$ cat src/rtl/vram_arbiter.sv
// VRAM port arbiter: display reads take priority over CPU writes,
// which queue in a small in-order FIFO drained on idle cycles.
module vram_arbiter #(
  parameter int ADDR_W       = 20,
  parameter int DATA_W       = 16,
  parameter int DEPTH        = 4,
  parameter int STARVE_LIMIT = 64
) (
  input  logic                    clk,
  input  logic                    rst,
  input  logic                    disp_req,
  input  logic [ADDR_W-1:0]       disp_addr,
  output logic [DATA_W-1:0]       disp_data,
  output logic                    disp_valid,
  input  logic                    cpu_wr_valid,
  output logic                    cpu_wr_ready,
  input  logic [ADDR_W-1:0]       cpu_wr_addr,
  input  logic [DATA_W-1:0]       cpu_wr_data,
  output logic [ADDR_W-1:0]       vram_address,
  output logic                    vram_w_enable,
  output logic [DATA_W-1:0]       vram_w_data,
  input  logic [DATA_W-1:0]       vram_r_data,
  output logic [$clog2(DEPTH):0]  fifo_count,
  output logic                    starve
);

  localparam int PW = $clog2(DEPTH);
  localparam int CW = PW + 1;
  localparam int SW = $clog2(STARVE_LIMIT + 1);

  typedef enum logic [1:0] {
    IDLE,
    READ,
    WRITE
  } state_t;

  state_t            state;
  state_t            state_nx;
  logic [ADDR_W-1:0] mem_addr [DEPTH];
  logic [DATA_W-1:0] mem_data [DEPTH];
  logic [PW-1:0]     rd_ptr;
  logic [PW-1:0]     wr_ptr;
  logic [CW-1:0]     count;
  logic [SW-1:0]     starve_cnt;
  logic              not_empty;
  logic              push;
  logic              pop;

  assign not_empty    = count != '0;
  assign cpu_wr_ready = count < CW'(DEPTH);
  assign push         = cpu_wr_valid && cpu_wr_ready;
  assign pop          = state_nx == WRITE;
  assign fifo_count   = count;
  assign disp_data    = vram_r_data;

  always_comb begin
    state_nx = IDLE;
    priority case (1'b1)
      disp_req:  state_nx = READ;
      not_empty: state_nx = WRITE;
      default:   state_nx = IDLE;
    endcase
  end

  always_ff @(posedge clk) begin
    if (push) begin
      mem_addr[wr_ptr] <= cpu_wr_addr;
      mem_data[wr_ptr] <= cpu_wr_data;
    end
  end

  // disp_valid is the second stage behind the READ grant in state
  always_ff @(posedge clk or posedge rst) begin
    if (rst) begin
      state         <= IDLE;
      vram_address  <= '0;
      vram_w_enable <= 1'b0;
      vram_w_data   <= '0;
      disp_valid    <= 1'b0;
      rd_ptr        <= '0;
      wr_ptr        <= '0;
      count         <= '0;
      starve_cnt    <= '0;
      starve        <= 1'b0;
    end else begin
      state         <= state_nx;
      disp_valid    <= state == READ;
      vram_w_enable <= 1'b0;
      unique case (state_nx)
        READ: vram_address <= disp_addr;
        WRITE: begin
          vram_address  <= mem_addr[rd_ptr];
          vram_w_data   <= mem_data[rd_ptr];
          vram_w_enable <= 1'b1;
        end
        default: ;
      endcase
      if (push) wr_ptr <= wr_ptr + PW'(1);
      if (pop)  rd_ptr <= rd_ptr + PW'(1);
      count <= count + CW'(push) - CW'(pop);
      if (!not_empty || pop)
        starve_cnt <= '0;
      else if (starve_cnt != SW'(STARVE_LIMIT))
        starve_cnt <= starve_cnt + SW'(1);
      if (starve_cnt == SW'(STARVE_LIMIT))
        starve <= 1'b1;
    end
  end

endmodule

$ cat config.mk
export PLATFORM = sky130hd
export DESIGN_NAME = vram_arbiter
export DESIGN_NICKNAME = d
export VERILOG_FILES = /design/src/rtl/vram_arbiter.sv
export SDC_FILE = /design/constraint.sdc
export NUM_CORES = 1
export LEC_CHECK = 0
export CELL_PAD_IN_SITES_DETAIL_PLACEMENT = 1
export CELL_PAD_IN_SITES_GLOBAL_PLACEMENT = 2
export CORE_AREA = 2 2 144 146
export DETAILED_ROUTE_END_ITERATION = 10
export DIE_AREA = 0 0 146 148
export PLACE_DENSITY_LB_ADDON = 0.12
export SYNTH_ARGS = -nofsm -noshare
export SYNTH_HDL_FRONTEND = slang
export SYNTH_SLANG_ARGS = --single-unit
$ cat constraint.sdc
create_clock -name clk -period 3.13 [get_ports clk]
set_input_delay 0.626 -clock clk [delete_from_list [all_inputs] [get_ports clk]]
set_output_delay 0.626 -clock clk [all_outputs]
set_load 0.02 [all_outputs]
=== After elaboration in Yosys (flattened, before gate mapping) ===
Memories as Yosys holds them, arrays and structs flattened. A register that Yosys moved wholly into a read port is not among the register bits.
Cells that the tools add are included.

* Bits in registers: 39
* Bits in latches: 0
* RAM bits: 144
* Memory bits (read-only): 0
* Memories: 2
* Output and inout port bits: 59
* Input port bits: 76
* Logic and storage cells: 36

{| class="wikitable"
|+ Memory list
! memory !! depth !! bits a word !! read ports !! clocked after memory_dff !! write ports !! line !! RTL
|-
| mem_addr || 4 || 20 || 1 || 0 || 1 || 39 || <nowiki>logic [ADDR_W-1:0] mem_addr [DEPTH];</nowiki>
|-
| mem_data || 4 || 16 || 1 || 1 || 1 || 40 || <nowiki>logic [DATA_W-1:0] mem_data [DEPTH];</nowiki>
|}

* $add $sub $neg: 5
* Bitwise logic cells: 0
* $lt $le $gt $ge: 1
* Mux-type cells: 8
* Shift operators: 0
* $mul: 0
* Equality and inequality tests: 5
* Div/mod/pow operators: 0
* Reduce and logical (&&, ||, !) cells: 6

{| class="wikitable"
|+ Operator list
! kind !! count
|-
| $pmux 20 s2 || 1
|-
| $mux 7 || 2
|-
| $add 7x1->7 const B || 1
|-
| $eq 7x7->1 const B || 1
|-
| $ne 7x7->1 const B || 1
|-
| $add 2x1->2 const B || 2
|-
| $eq 2x1->1 const B || 2
|-
| $mux 2 || 2
|-
| $reduce_bool 2->1 || 2
|-
| $add 3x1->3 || 1
|-
| $lt 3x3->1 const B || 1
|-
| $mux 1 || 3
|-
| $reduce_bool 3->1 || 1
|-
| $sub 3x1->3 || 1
|-
| $eq 2x2->1 const B || 1
|-
| $logic_and 1x1->1 || 1
|-
| $logic_not 1->1 || 1
|-
| $logic_or 1x1->1 || 1
|}

=== Depth between registers and ports, before layout ===
* Word-level depth: 6
* Mapped depth: 11
* Mapped depth without buffers: 9

=== Worst setup path before layout ===
Ideal clock, no wire load.

* Path kind: input-to-reg
* From: input port disp_req
* To: register count[2], in the netlist fifo_count[2]
* Path buffers: 3
* Arrival time: 2.383 ns
* Path slack: 0.615 ns
* Stages on the path: 11
* Path through: clkbuf_1 -> nor2_1 -> buf_2 -> buf_2 -> ha_1 -> inv_1 -> ha_1 -> inv_1 -> fa_1 -> xnor2_1 -> xnor2_1

* Cells in the longest elaborated chain, start to end: 3

{| class="wikitable"
|+ Ends and longest elaborated chain
! element !! line !! RTL
|-
| start, declared || 11 || <nowiki>input logic disp_req,</nowiki>
|-
| $mux 2 || 58 || <nowiki>priority case (1'b1)</nowiki>
|-
| $eq 2x2->1 || 52 || <nowiki>assign pop = state_nx == WRITE;</nowiki>
|-
| net pop || 47 || <nowiki>logic pop;</nowiki>
|-
| $sub 3x1->3 || 100 || <nowiki>count <= count + CW'(push) - CW'(pop);</nowiki>
|-
| end signal, assigned || 100 ||
|-
| end, declared || 43 || <nowiki>logic [CW-1:0] count;</nowiki>
|}

The timed path passes the listed nets, and every way through them passes these cells.
A chain may end at the register's enable or synchronous reset.

=== Worst setup path in the final report ===
* From: register count[2], in the netlist fifo_count[2]
* To: register count[2], in the netlist fifo_count[2]

* Cells in the longest elaborated chain, start to end: 5

{| class="wikitable"
|+ Ends and longest elaborated chain
! element !! line
|-
| parallel branches: the longest is 4 deep, another holds $lt 3x3->1 || --
|-
| $sub 3x1->3 (*) || 100
|}

Mark *: on every way between the ends.

==> impl_metrics.json <==
{
  "ioPinCount": 135,
  "combPwrFrac_pct": 27.1,
  "r2r.worst_path.cells": 9,
  "period_minus_slack_ns": 2.24,
  "grt_overflow": 0,
  "drt_iter0_markers": 116,
  "grt_pass1_vias": 4311,
  "portBuffers": 102,
  "whs_path_depth": 1,
  "n_antenna_cell": 0,
  "vdd_drop_max_mv": 0.349,
  "syn_area_per_cell_sq_um": 19.6,
  "h-tree-depth": 4,
  "synth_cells": 392,
  "fp.dieW_um": 146,
  "detail_route.first_pass.iterations": 4,
  "postCtsSetupBuffers": 0,
  "synth_area_leaders": "edfxtp_1, dfrtp_1, mux4_2",
  "p_seq_share_pct": 46.4,
  "ys_ff_latch": 199,
  "fmaxAchievable_mhz": 447,
  "clock_path_buffers": 2,
  "grt_pass1_wl_mm": 24.1,
  "synth_top_area_share_pct": 56.3,
  "relSlewSlack_pct": 31.7,
  "yosysSeqAreaShare_pct": 74.3,
  "cts-resized-gates": 0,
  "grtUsageMet3_pct": 4.17,
  "initial_core_util_pct": 38.3,
  "grtUsageTotal_pct": 15.0,
  "synth_cell_types": 31,
  "worst-path-max-fanout": 6,
  "vias_per_cell": 4.91,
  "yosys_warnings": 0,
  "rows": 52,
  "met1_usage_pct": 19.0,
  "routed_wl_mm": 15.3,
  "path_clk_slew_ns": 0.07,
  "clock_latency_ns": 0.43,
  "place_ws_ns": 0.531,
  "p_sw_mw": 2.50,
  "die_area_sq_um": 21600,
  "final_antenna_net_count": 0,
  "power.leakage_nw": 3.46,
  "finalCritPeriodShare_pct": 71.4,
  "cts_root_buffer": "clkbuf_16",
  "endpoint_kind": "flip-flop",
  "dpl.hpwl_mm": 9.51,
  "crit_type": "reg -> reg",
  "nNetsFinal": 580,
  "tightestPinTransition_ns": 1.02,
  "synthFlopType": "edfxtp_1",
  "area_growth_pct": 25.0,
  "drv_slew": 0,
  "status": "completed",
  "use_met2_pct": 25.5,
  "setup_tns_ns": 0,
  "core_area_sq_um": 20000,
  "grt_setup_unrepaired": "no",
  "drive_above_1_share_pct": 21.9,
  "clkPwrFrac_pct": 26.6,
  "instances_no_fill": 778,
  "worst_setup_path_start_kind": "flip-flop",
  "hp-class": "reg -> reg",
  "nFillCells": 1905,
  "die_h_um": 148,
  "p_sw_share_pct": 29.8,
  "worstPathRequired_ns": 3.43,
  "p_per_area_nw_per_um2": 874,
  "place_congestion": 0.674,
  "antenna_found_initial": 1,
  "fin_ws_ns": 0.895,
  "cp.arrival_ns": 2.54,
  "drc_errors": 0,
  "placed_cells": 746,
  "setup_viol": 0,
  "clock_skew_ns": 0.0127,
  "numCtsBuffers": 17,
  "busiest_layer": "met2",
  "wire_per_inst_um": 19.6,
  "cts_tree": "yes",
  "async_flop_share_pct": 27.6,
  "synth-edff-count": 144,
  "internal_power_mw": 5.89,
  "synth_fp_nets": 477,
  "fin_util_pct": 47.9,
  "hold_violations": 0,
  "netlist.top_cell.by_area": "edfxtp_1",
  "grt_max_degree": 39,
  "cts_sinks": 199,
  "cts_hold_buf": 0,
  "drv_cap": 0,
  "netlist_area_sq_um": 7670,
  "num_vias": 3817
}
[synthesized netlist by cell type (2+ instances only)]
master / n
dfrtp_1: 55
a21o_1: 20
o21ai_0: 6
nor2b_1: 2
nor3b_1: 2
xnor2_1: 3
nand2_1: 5
a21oi_1: 4
nand3_1: 3
edfxtp_1: 144
inv_1: 11
and2_1: 4
xor2_1: 4
mux2_2: 16
nor2_1: 4
or3_1: 3
ha_1: 8
buf_2: 7
nor3_1: 2
a22o_1: 20
mux4_2: 36
buf_4: 17
buf_6: 2
clkbuf_1: 6
buf_1: 2
[cells by family after synthesis]
| family | synth area share [%] |
|---|---|
| flops | 74.3 |
| mux | 12.9 |
| compound gates | 4.99 |
| buf+inv | 3.34 |
| simple gates | 2.12 |
| fa+ha+maj | 1.57 |
| xor+xnor | 0.799 |
[metal layers]
layer / part of all wire (%) / vias to the layer above / wire length (um)
met1: 44 / 2009 / 6770
met4: 0.60 / 0 / 91
li1: - / 1721 / -
met2: 51 / 77 / 7760
met5: 0 / - / 0
met3: 4.3 / 10 / 659
[power groups by stage]
stage | clock network (mW) | registers, mW | logic (mW)
2_1_floorplan | 0 | 3.93 | 1.36
3_3_place_gp | 0 | 3.95 | 2.29
3_5_place_dp | 0 | 3.97 | 2.32
4_1_cts | 2.29 | 3.92 | 2.33
5_1_grt | 2.38 | 4.00 | 2.45
6_report | 2.23 | 3.89 | 2.27
[cells in the final DEF, fill, tap and decap left out, types with 4 or more instances in the layout]
cell               n
a21oi_1            4
mux2_2            16
nand2_1            5
ha_1               8
and2_2             4
o21ai_0            6
a21o_1            20
clkbuf_16         17
mux4_2            36
buf_4             15
edfxtp_1         144
inv_1             10
clkdlybuf4s50_1  102
dfrtp_1           53
xor2_1             4
a22o_1            20
[sequential cells by signal (all words and copies together) (netlist names)]
register       flops
mem_addr          80
mem_data          64
vram_address      20
vram_w_data       16
starve_cnt         7
fifo_count         3
rd_ptr             2
state              2
wr_ptr             2
disp_valid         1
starve             1
vram_w_enable      1
[through the flow]
stage	cell area (sq um)	power [mW]	hold WS, ns
5_1_grt	9590	8.82	0.433
4_1_cts	9590	8.54	0.410
2_1_floorplan	7670	5.28	0.378
6_report	9590	8.39	0.409
3_3_place_gp	8970	6.23	0.390
3_5_place_dp	8970	6.29	0.402
[worst max-delay path, cell delays in order (launching register included)]
cell	delay [ns]
dfrtp_1	0.46
nor3_1	0.46
nor2_4	0.05
ha_1	0.27
inv_1	0.05
ha_1	0.13
inv_1	0.05
fa_1	0.37
xnor2_1	0.15
xnor2_1	0.13
[final timing paths]
| kind | endpoint | slack, ns | startpoint |
|---|---|---|---|
| worst max-delay path | fifo_count[2]$_DFF_PP0_ | 0.89 | fifo_count[2]$_DFF_PP0_ |
| worst min-delay path | disp_valid$_DFF_PP0_ | 0.41 | state[1]$_DFF_PP0_ |
| worst max register to register | fifo_count[2]$_DFF_PP0_ | 0.89 | fifo_count[2]$_DFF_PP0_ |
| worst min register to register | disp_valid$_DFF_PP0_ | 0.41 | state[1]$_DFF_PP0_ |
| max in group asynchronous | state[0]$_DFF_PP0_ | 1.81 | rst |
| min in group asynchronous | vram_address[7]$_DFFE_PP0P_ | 0.57 | rst |
[cell type report]
cell class | instances | area (sq um) | share of cell area (%)
clock inverters | 15 | 190 | 1.98
inverters | 11 | 41.3 | 0.431
well taps | 270 | 338 | 3.52
clock buffers | 17 | 425 | 4.44
flip-flops and latches | 199 | 5710 | 59.5
multi-input cells | 148 | 1740 | 18.1
repair buffers | 118 | 1150 | 12.0
(Power assumes the default switching activity.)
==> RTL edit: new RTL, config.mk and constraints unchanged <==
Encoding of `state_t`: now one-hot (3 bits for 3 states).
--- a/src/rtl/vram_arbiter.sv
+++ b/src/rtl/vram_arbiter.sv
@@ -30,6 +30,6 @@
 
-  typedef enum logic [1:0] {
-    IDLE,
-    READ,
-    WRITE
+  typedef enum logic [2:0] {
+    IDLE  = 3'b001,
+    READ  = 3'b010,
+    WRITE = 3'b100
   } state_t;
Behaviour: no difference found for any inputs over 10 cycles, from zero or initial values and one cycle with rst high; not proved beyond that.
==> RTL edit against the unedited design <==
Final area decreased by 0.13%. Non-clock buffer count rose by 1. Setup slack improved by 0.012 ns. Area after synthesis hardly changed. Sequential cell count unchanged. Routed wire length rose by 3.6%. Count of clock-buffer cells in the layout unchanged. Power increased by 0.18%. Sequential power down 4%. Hold slack improved by 0.023 ns. Critical path type is now reg2out. Critical endpoint is now fifo_count[1]. Largest power group unchanged. Highest routed layer unchanged.
==> RTL edit: results (changes against the unedited design) <==
* Post-synth ARST share at 0.276 (unchanged)
* Drt initial violations at 197 (was 116)
* Largest net degree at the start of global routing at 38 (was 39)
* Net Count, Synth at 473 (was 477)
* Crit-path max FO at 5 (was 6)
* Slew @ Worst Pin at 0.728 ns (was 1.02 ns)
* Number of port buffers at 102 (unchanged)
* Wire length of the first global-routing pass at 25.1 mm (was 24.1 mm)
* WP data arrival at 1.60 ns (was 2.54 ns)
* Non-filler cells in the finished layout at 777 (was 778)
* Met3 WL post-DR at 759 µm (was 659 µm)
* Worst-Skew Late Latency at about 0.44 ns
* Metal2 WL at 7.74 mm (was 7.76 mm)
* GPL Wtd Cong at 0.660 (was 0.674)
* Top sig layer: met4 (unchanged)
* Pleak at 3.45 nW (was 3.46 nW)
* Met2 usage at 0.258 (was 0.255)
* Place WS at 0.535 ns (was 0.531 ns)
* First drt pass iteration count at 4 (unchanged)
* Met3 GRT Util at 0.0414 (was 0.0417)
* Root buffer cell: clkbuf_16 (unchanged)
* Min-Delay Path Class: reg2reg (unchanged)
* Num CTS Buffers at 17 (unchanged)
* Met1 Use GR at 0.203 (was 0.190)
* Critical-path top delay cell: clkdlybuf4s50_1 (was dfrtp_1)
* Clock skew at 0.0104 ns (was 0.0127 ns)
* Total internal power at 5.79 mW (was 5.89 mW)
* Antenna violations before repair at 0 (was 1)
* Placed inst area at 8970 µm² (about the same)
* Number of synthesized flops with an enable pin at 144 (unchanged)
* Outcome: completed (unchanged)
* Nets at 578 (was 580)
* DP HPWL at 10.0 mm (was 9.51 mm)
* Placed cell count at 745 (was 746)
* Syn avg cell area at 19.7 µm² (was 19.6 µm²)
* Max IR drop VDD at 446 µV (was 349 µV)
* GRT Util Overall at 0.156 (was 0.150)
* Distinct cells, synth at 35 (was 31)
* Post-synth top cells: 144 x edfxtp_1, 54 x dfrtp_1, 36 x mux4_2 (was 144 x edfxtp_1, 55 x dfrtp_1, 36 x mux4_2)
* Final max-slew violation count at 0 (unchanged)
* Seq/Total Area, Yosys at 0.742 (was 0.743)
* Synth top area cells: edfxtp_1 56%, dfrtp_1 18%, mux4_2 11% (unchanged)
* CTS clk-pin slew, worst paths at 0.08 ns
* Critical Path Max Stage Delay at 0.67 ns (was 0.46 ns)
* Critical path's top delay family: buffers and inverters (was adder cells)
* Via/cell ratio at 4.93 (was 4.91)
* DRT met1 WL at 7.11 mm (was 6.77 mm)
* Syn. warnings at 0 (unchanged)
* Vias in the first global route at 4364 (was 4311)
* Aggregate routed wire length at 15.8 mm (was 15.3 mm)
* # fillers at 1930 (was 1905)
* Layout cells sized above 1 at 0.225 (was 0.219)
RTL edit: layout make-up:
class / count / area (µm²) / area share
flip-flops and latches: 199 / 5700 / 0.596
multi-input cells: 147 / 1730 / 0.181
repair buffers: 119 / 1160 / 0.121
clock buffers: 17 / 425 / 0.0444
well taps: 270 / 338 / 0.0353
clock inverters: 15 / 180 / 0.0188
inverters: 10 / 40.0 / 0.00418
RTL edit: logic make-up (layout without fill, tap and decap cells):
kind of cell | Yosys count | count (layout) | share of synthesized area
compound gates | 51 | 51 | 0.0498
xor+xnor | 8 | 8 | 0.00912
fa+ha+maj | 8 | 8 | 0.0140
buf+inv | 43 | 161 | 0.0340
flops | 199 | 199 | 0.742
mux | 52 | 52 | 0.129
simple gates | 28 | 28 | 0.0217
RTL edit: final timing paths:
| kind | endpoint | cells past startpoint | slack, ns | start |
|---|---|---|---|---|
| worst max-delay path | fifo_count[1] | 1 | 0.91 | fifo_count[1]$_DFF_PP0_ |
| worst min-delay path | disp_valid$_DFF_PP0_ | 1 | 0.43 | state[2]$_DFF_PP0_ |
| worst max register to register | fifo_count[2]$_DFF_PP0_ | 8 | 0.95 | fifo_count[2]$_DFF_PP0_ |
| worst min register to register | disp_valid$_DFF_PP0_ | 1 | 0.43 | state[2]$_DFF_PP0_ |
| max in group asynchronous | vram_w_data[15]$_DFFE_PP0N_ | 3 | 1.78 | rst |
| min in group asynchronous | disp_valid$_DFF_PP0_ | 2 | 0.63 | rst |
RTL edit: power by group through the flow:
stage          sequential, mW  combinational, mW  clock [mW]
2_1_floorplan            3.93               1.37           0
3_3_place_gp             3.79               2.49           0
3_5_place_dp             3.82               2.52           0
4_1_cts                  3.76               2.54        2.24
5_1_grt                  3.82               2.67        2.34
6_report                 3.74               2.47        2.18
